$ cat src/rtl/asr_mem_pkg.sv
// Shared constants and bank-state encoding for the MFCC RAM writer slice.
package asr_mem_pkg;

  localparam int unsigned DATA_WIDTH  = 32;
  localparam int unsigned FRAME_LEN   = 128;
  localparam int unsigned MFCC_ADDR_W = 7;

  typedef enum logic {
    EMPTY = 1'b0,
    FULL  = 1'b1
  } bank_state_t;

endpackage

$ cat src/rtl/mfcc_bank_ctrl.sv
// Bank occupancy tracking for the MFCC writer: per-bank EMPTY/FULL state,
// the reader's bank pointer and the registered frame_ready flag.
// MFCC_WRITER_PINGPONG_EN selects two banks; otherwise only bank 0 is used.
module mfcc_bank_ctrl (
  input  logic clk,
  input  logic rst_n,
  input  logic commit,
  input  logic commit_bank,
  input  logic wr_bank,
  input  logic frame_release,
  output logic wr_bank_full,
  output logic rd_bank,
  output logic frame_ready
);
  import asr_mem_pkg::*;

  bank_state_t [1:0] bank_state;
  logic              release_ok;

  assign release_ok   = frame_release & frame_ready;
  assign wr_bank_full = (bank_state[wr_bank] == FULL);

  // Bank state machines and frame_ready. frame_ready looks at the state
  // before this edge, so a freshly committed bank shows up one cycle after
  // its full flag, by which time the last RAM write has landed.
  // A commit targets an EMPTY bank and a release a FULL one, so the two
  // updates never hit the same bank in one cycle.
  always_ff @(posedge clk or negedge rst_n) begin
    if (!rst_n) begin
      bank_state  <= {EMPTY, EMPTY};
      frame_ready <= 1'b0;
    end else begin
      if (commit)     bank_state[commit_bank] <= FULL;
      if (release_ok) bank_state[rd_bank]     <= EMPTY;
      if (release_ok) frame_ready <= (bank_state[~rd_bank] == FULL) && (~rd_bank != rd_bank);
      else            frame_ready <= (bank_state[rd_bank] == FULL);
    end
  end

`ifdef MFCC_WRITER_PINGPONG_EN
  // Reader moves to the other bank on every honoured release.
  always_ff @(posedge clk or negedge rst_n) begin
    if (!rst_n)          rd_bank <= 1'b0;
    else if (release_ok) rd_bank <= ~rd_bank;
  end
`else
  assign rd_bank = 1'b0;
`endif

endmodule

$ cat src/rtl/mfcc_mem_writer.sv
// MFCC coefficient RAM writer: accepts a stream of coefficients, writes them
// one cycle later as {bank, offset} into the MFCC RAM and hands completed
// frames to the MAC reader.
// Define MFCC_WRITER_PINGPONG_EN for two ping-pong banks; the default build
// uses a single bank that stalls until the reader releases it.
module mfcc_mem_writer #(
  parameter int unsigned DATA_WIDTH = asr_mem_pkg::DATA_WIDTH,
  parameter int unsigned FRAME_LEN  = asr_mem_pkg::FRAME_LEN
) (
  input  logic                  clk,
  input  logic                  rst_n,
  input  logic                  in_valid,
  input  logic [DATA_WIDTH-1:0] in_data,
  output logic                  in_ready,
  input  logic                  flush,
  output logic                  mem_wr_en,
  output logic [7:0]            mem_wr_addr,
  output logic [DATA_WIDTH-1:0] mem_wr_data,
  output logic                  rd_bank,
  output logic                  frame_ready,
  input  logic                  frame_release
);
  import asr_mem_pkg::*;

  localparam logic [MFCC_ADDR_W-1:0] LAST_OFFSET = MFCC_ADDR_W'(FRAME_LEN - 1);

  logic [MFCC_ADDR_W-1:0] offset;
  logic                   wr_bank;
  logic                   wr_bank_full;
  logic                   started;
  logic                   accept;
  logic                   last_beat;

  assign in_ready  = started & ~flush & ~wr_bank_full;
  assign accept    = in_valid & in_ready;
  assign last_beat = accept & (offset == LAST_OFFSET);

  // Holds in_ready low until the first edge after reset is released.
  always_ff @(posedge clk or negedge rst_n) begin
    if (!rst_n) started <= 1'b0;
    else        started <= 1'b1;
  end

  // Word offset within the frame being written; flush restarts the frame.
  always_ff @(posedge clk or negedge rst_n) begin
    if (!rst_n)         offset <= '0;
    else if (flush)     offset <= '0;
    else if (last_beat) offset <= '0;
    else if (accept)    offset <= offset + MFCC_ADDR_W'(1);
  end

`ifdef MFCC_WRITER_PINGPONG_EN
  // Writer moves to the other bank once a frame is complete.
  always_ff @(posedge clk or negedge rst_n) begin
    if (!rst_n)         wr_bank <= 1'b0;
    else if (last_beat) wr_bank <= ~wr_bank;
  end
`else
  assign wr_bank = 1'b0;
`endif

  // Registered RAM write port: one cycle from acceptance to strobe.
  always_ff @(posedge clk or negedge rst_n) begin
    if (!rst_n) begin
      mem_wr_en   <= 1'b0;
      mem_wr_addr <= '0;
      mem_wr_data <= '0;
    end else begin
      mem_wr_en <= accept;
      if (accept) begin
        mem_wr_addr <= {wr_bank, offset};
        mem_wr_data <= in_data;
      end
    end
  end

  mfcc_bank_ctrl u_bank_ctrl (
    .clk           (clk),
    .rst_n         (rst_n),
    .commit        (last_beat),
    .commit_bank   (wr_bank),
    .wr_bank       (wr_bank),
    .frame_release (frame_release),
    .wr_bank_full  (wr_bank_full),
    .rd_bank       (rd_bank),
    .frame_ready   (frame_ready)
  );

endmodule

$ cat config.mk
export PLATFORM = sky130hd
export DESIGN_NAME = mfcc_mem_writer
export DESIGN_NICKNAME = d
export VERILOG_FILES = /design/src/rtl/asr_mem_pkg.sv /design/src/rtl/mfcc_bank_ctrl.sv /design/src/rtl/mfcc_mem_writer.sv
export SDC_FILE = /design/constraint.sdc
export NUM_CORES = 1
export LEC_CHECK = 0
export BUFFER_PORTS_ARGS = -buffer_cell sky130_fd_sc_hd__clkbuf_2
export CORE_ASPECT_RATIO = 0.75
export CORE_MARGIN = 4
export CORE_UTILIZATION = 51
export CTS_BUF_LIST = sky130_fd_sc_hd__clkbuf_4 sky130_fd_sc_hd__clkbuf_8 sky130_fd_sc_hd__clkbuf_16
export DETAILED_ROUTE_END_ITERATION = 6
export GPL_TIMING_DRIVEN = 0
export PLACE_DENSITY = 0.84
export SLEW_MARGIN = 30
export SYNTH_ARGS = -nofsm -noshare
export SYNTH_HDL_FRONTEND = slang
export SYNTH_SLANG_ARGS = --single-unit
$ cat constraint.sdc
create_clock -name clk -period 2.15 [get_ports clk]
set_input_delay 0 -clock clk [delete_from_list [all_inputs] [get_ports clk]]
set_output_delay 0 -clock clk [all_outputs]
set_load 0.02 [all_outputs]
* Word level (Yosys, flattened, before mapping) *
Index checks and enable logic that the tools add are counted.

storage, ports and cells
  register bits after elaboration = 51
  bits in latches = 0
  memory bits (writable) = 0
  memory bits (read-only) = 0
  input bits = 37
  output and inout port bits = 44
  logic and storage cells = 25
  memories = 0

operators by class
  $add $sub $neg = 1
  $mul = 0
  divide/modulo/power cells = 0
  order comparisons = 0
  equal/unequal tests = 1
  shift operators = 0
  multiplexer cells = 6
  bitwise logic cells = 7
  reductions and logical operators = 2

operators by type and width
  cell                                                            count
  7-bit 2-to-1 mux                                                3
  7-bit by 1-bit adder with 7-bit output (second input constant)  1
  7-bit == test (second input constant)                           1
  1-bit bitwise AND                                               5
  1-bit 2-to-1 mux                                                3
  3-bit nonzero test                                              1
  1-bit NOT                                                       2
  2-bit nonzero test                                              1

* Longest topological paths before layout *
  depth in word-level cells = 7
  depth in mapped cells = 7
  mapped depth without buffers = 5

* Cells and area by module *
Synthesis repeated with hierarchy kept, for this count alone.

unflattened totals
  cell total of the unflattened synthesis = 143
  area total of the unflattened synthesis = 2110.8 um2

by module, submodules not included
  module           times used  cells each  area each (um2)
  mfcc_mem_writer  1           132         1973.1
  mfcc_bank_ctrl   1           11          137.6

* Worst setup path after synthesis *
No wires, ideal clock.

  kind = register to register
  from = register u_bank_ctrl.bank_state[0] (netlist name)
  to = register offset[0]
  setup time = 77 ps
  data arrival time = 1353 ps
  path slack = 720 ps
  cell stages (with the launch flop) = 5
  cell sequence = dfrtp_1 -> nor3b_4 -> nand2_2 -> or3_1 -> a21oi_1

on the way
  longest elaborated chain between the ends = 6
  elaborated cells between the ends (all ways) = 7

ends and longest elaborated chain
  what                    RTL line               RTL
  start, declared         mfcc_bank_ctrl.sv:17   bank_state_t [1:0] bank_state;
  start signal, assigned  mfcc_bank_ctrl.sv:30   bank_state <= {EMPTY, EMPTY};
  1-bit NOT *             mfcc_mem_writer.sv:34  assign in_ready = started & ~flush & ~wr_bank_full;
  1-bit bitwise AND *     mfcc_mem_writer.sv:34
  named net in_ready      mfcc_mem_writer.sv:14  output logic in_ready,
  1-bit bitwise AND *     mfcc_mem_writer.sv:35  assign accept = in_valid & in_ready;
  1-bit bitwise AND       mfcc_mem_writer.sv:36  assign last_beat = accept & (offset == LAST_OFFSET);
  7-bit 2-to-1 mux        mfcc_mem_writer.sv:48  else if (last_beat) offset <= '0;
  7-bit 2-to-1 mux        mfcc_mem_writer.sv:47  else if (flush) offset <= '0;
  end signal, assigned    mfcc_mem_writer.sv:49  else if (accept) offset <= offset + MFCC_ADDR_W'(1);
  end, declared           mfcc_mem_writer.sv:27  logic [MFCC_ADDR_W-1:0] offset;

The timed path passes the listed nets; every way through them passes the cells marked *.
A chain may end at the register's enable or synchronous reset.

* Worst setup path after layout *
  from = register offset[0]
  to = register offset[0]

on the way
  longest elaborated chain between the ends = 4
  elaborated cells between the ends (all ways) = 7

ends and longest elaborated chain
  what                                                                     RTL line
  7-bit by 1-bit adder with 7-bit output or 7-bit == test (tied branches)  mfcc_mem_writer.sv:49, mfcc_mem_writer.sv:36
  7-bit 2-to-1 mux or 1-bit bitwise AND (tied branches)                    mfcc_mem_writer.sv:49, mfcc_mem_writer.sv:36
  7-bit 2-to-1 mux                                                         mfcc_mem_writer.sv:48
  7-bit 2-to-1 mux                                                         mfcc_mem_writer.sv:47

Parallel ways exist; a longest one is shown, timed or not. The select of a mux whose other input is x is not followed.

==> metrics.yaml <==
die:
  chipWidth_um: 80.2
  die_area_um2: 4980
  die_h_um: 62.1
  core_area_um2: 3710
  io_pins: 81
  initial_core_util_pct: 53.7
  rows: 19
finish:
  syn_to_final_growth_pct: 45.0
  drive_gt1_share_pct: 27.9
  num-nets-final: 377
  fillers: 271
  layout_commonest_cell: "nand2_1"
  final_cell_mix: "119 x nand2_1, 76 x clkbuf_2, 50 x dfrtp_1, 35 x dlygate4sd3_1, 6 x nor2_1"
  insertedDiodeCount: 0
  fin_util_pct: 77.9
synth:
  synth.cell_area_um2: 1990
  synth_area_per_cell_um2: 9.10
  yosysUniqueCellTypes: 26
  syn_inst: 219
  ys_seq_elements: 50
  synth_warnings: 0
  ys_seq_area_share_pct: 62.8
global_routing:
  grt_overflow_total: 0
  grt_pass1_wl_um: 8460
  grt_pass1_vias: 1869
  track_usage_pct: 21.7
  grt_antenna_before_repair: 0
  grt_max_degree: 51
sta:
  min_period_ns: 1.47
  rsz0062_at_grt: "no"
  layout_setup_ws_ns: 0.685
  maxSlewViolCount: 0
  setup_violations: 0
  fmax_mhz: 682
  worst_pin_slew_ns: 0.650
  slew_headroom_pct: 56.7
  final.setup.tns_ns: 0
  hold_viol: 0
  period_share_pct: 68.2
  clock_skew_ns: 0.00891
placed_design:
  hpwl_um: 3150
  gp_congestion: 0.757
  placement.io_buffers: 77
  post-place-ws_ns: 0.707
power:
  internal_power_mw: 1.45
  p_per_area_nw_per_um2: 730
  leakage_nw: 1.60
  p_seq_share_pct: 52.3
  vdd_drop_max_v: 0.000571
  power.share.clock_pct: 25.3
  p_sw_mw: 0.657
  p_sw_share_pct: 31.1
  p_comb_share_pct: 22.4
route:
  wirelength_um: 4950
  via_per_inst: 4.73
  drc: 0
  routedWlPerCell_um: 12.6
  ant_nets: 0
  vias: 1855
  drt_iter0_drc: 68
  drt-pass1-iter-count: 4
clock_network:
  clk_pin_slew_ns: 0.09
  insertion_delay_ns: 0.31
  htreeDepth: 2
  cts_resized: 0
  cts.sinks: 50
  tritoncts.num_buffers: 5
  tritoncts: "yes"
  clockBufferDepth: 2
  cts_root_buf: "clkbuf_8"
run_status:
  status: "complete, no violations"
flow_run:
  cap_viol_max_count: 0
critical_path:
  critPathCaptureType: "flop"
  cp-start-kind: "flop"
  cp_max_fo: 6
  required_ns: 2.38
  path_class: "flop to flop"
  critPathArrivalTime_ns: 1.70
hold_path:
  hp-class: "primary input to flop"
## final cells by class
cell class	count	area (um2)	area share, %
Multi-Input combinational cell	156	673	23.3
Clock buffer	5	68.8	2.38
Clock inverter	3	21.3	0.736
Sequential cell	50	1250	43.3
Tap cell	52	65.1	2.25
Timing Repair Buffer	112	738	25.5
Buffer	11	61.3	2.12
Inverter	3	11.3	0.390
## per-layer routing
metal,up-vias,track usage [%],share of wire [%]
li1,916,-,-
met1,862,25.7,41
met2,66,36.8,51
met3,11,7.37,6.9
met4,0,7.17,1.8
met5,-,0,0
## registers in the layout (all words and copies together) (netlist names)
name / cells
mem_wr_data: 32
u_bank_ctrl.frame_ready: 1
offset: 7
mem_wr_addr: 7
started: 1
u_bank_ctrl.bank_state: 1
mem_wr_en: 1
## path summary, 6_finish.rpt
path / startpoint / end / slack [ns] / depth (start not counted)
setup / recovery: offset[0] / offset[0] / 0.68 / 5
hold / removal: in_valid / offset[0] / 0.11 / 4
setup reg to reg: offset[0] / offset[0] / 0.68 / 5
hold reg to reg: u_bank_ctrl.frame_ready / u_bank_ctrl.bank_state[0] / 0.48 / 1
max in group asynchronous: rst_n / mem_wr_addr[3] / 1.42 / 2
min in group asynchronous: rst_n / mem_wr_data[28] / 0.29 / 2
## cell families after synthesis
group / after synthesis / synth area share, %
flip-flops: 50 / 62.8
multiplexers: 1 / 0.502
AND/OR/NAND/NOR: 137 / 27.7
other: 2 / 0.377
buffers and inverters: 14 / 3.64
XOR/XNOR: 1 / 0.440
adder cells (fa/ha/maj): 1 / 0.628
AO/OA/AOI/OAI: 13 / 3.96
## critical path, cell delays in order, from the launching register on
cell,delay [ns]
dfrtp_1,0.43
ha_1,0.23
nand3_1,0.18
nor2_1,0.10
or3_1,0.32
a21oi_1,0.14
## metrics by stage
step / instances / hold WS (ns) / instance area [um2] / power (mW)
2_1_floorplan: 220 / -0.296 / 2000 / 1.35
3_3_place_gp: 349 / 0.190 / 2450 / 1.53
3_5_place_dp: 349 / 0.0955 / 2450 / 1.54
4_1_cts: 392 / 0.100 / 2890 / 2.12
5_1_grt: 392 / 0.134 / 2890 / 2.23
6_report: 392 / 0.113 / 2890 / 2.11
## what timing repair did
action,CTS,global route
buffers inserted,0,0
hold endpoints to repair,91,0
hold buffers,35,0
## Yosys cell counts, drive strengths merged
library cell / n / area [um2]
nand3b: 1 / 7.51
a22oi: 1 / 7.51
buf: 7 / 46.3
nand2: 120 / 453
xnor2: 1 / 8.76
o21ai: 3 / 15.0
ha: 1 / 12.5
clkbuf: 4 / 15.0
o41ai: 1 / 8.76
or3: 4 / 25.0
nor2: 6 / 22.5
inv: 3 / 11.3
mux2i: 1 / 10.0
a21boi: 1 / 7.51
o211ai: 1 / 7.51
conb: 2 / 7.51
a31oi: 2 / 12.5
a21oi: 4 / 20.0
nor3b: 1 / 18.8
nand3: 3 / 15.0
nor3: 2 / 10.0
dfrtp: 50 / 1250
## power by group through the flow
stage / sequential (mW) / clock [mW] / combinational (mW)
3_3_place_gp: 1.11 / 0 / 0.413
4_1_cts: 1.10 / 0.547 / 0.473
6_report: 1.10 / 0.534 / 0.473
5_1_grt: 1.12 / 0.592 / 0.522
2_1_floorplan: 1.24 / 0 / 0.112
3_5_place_dp: 1.12 / 0 / 0.425
Note: power is estimated with default switching activity, not from simulation.
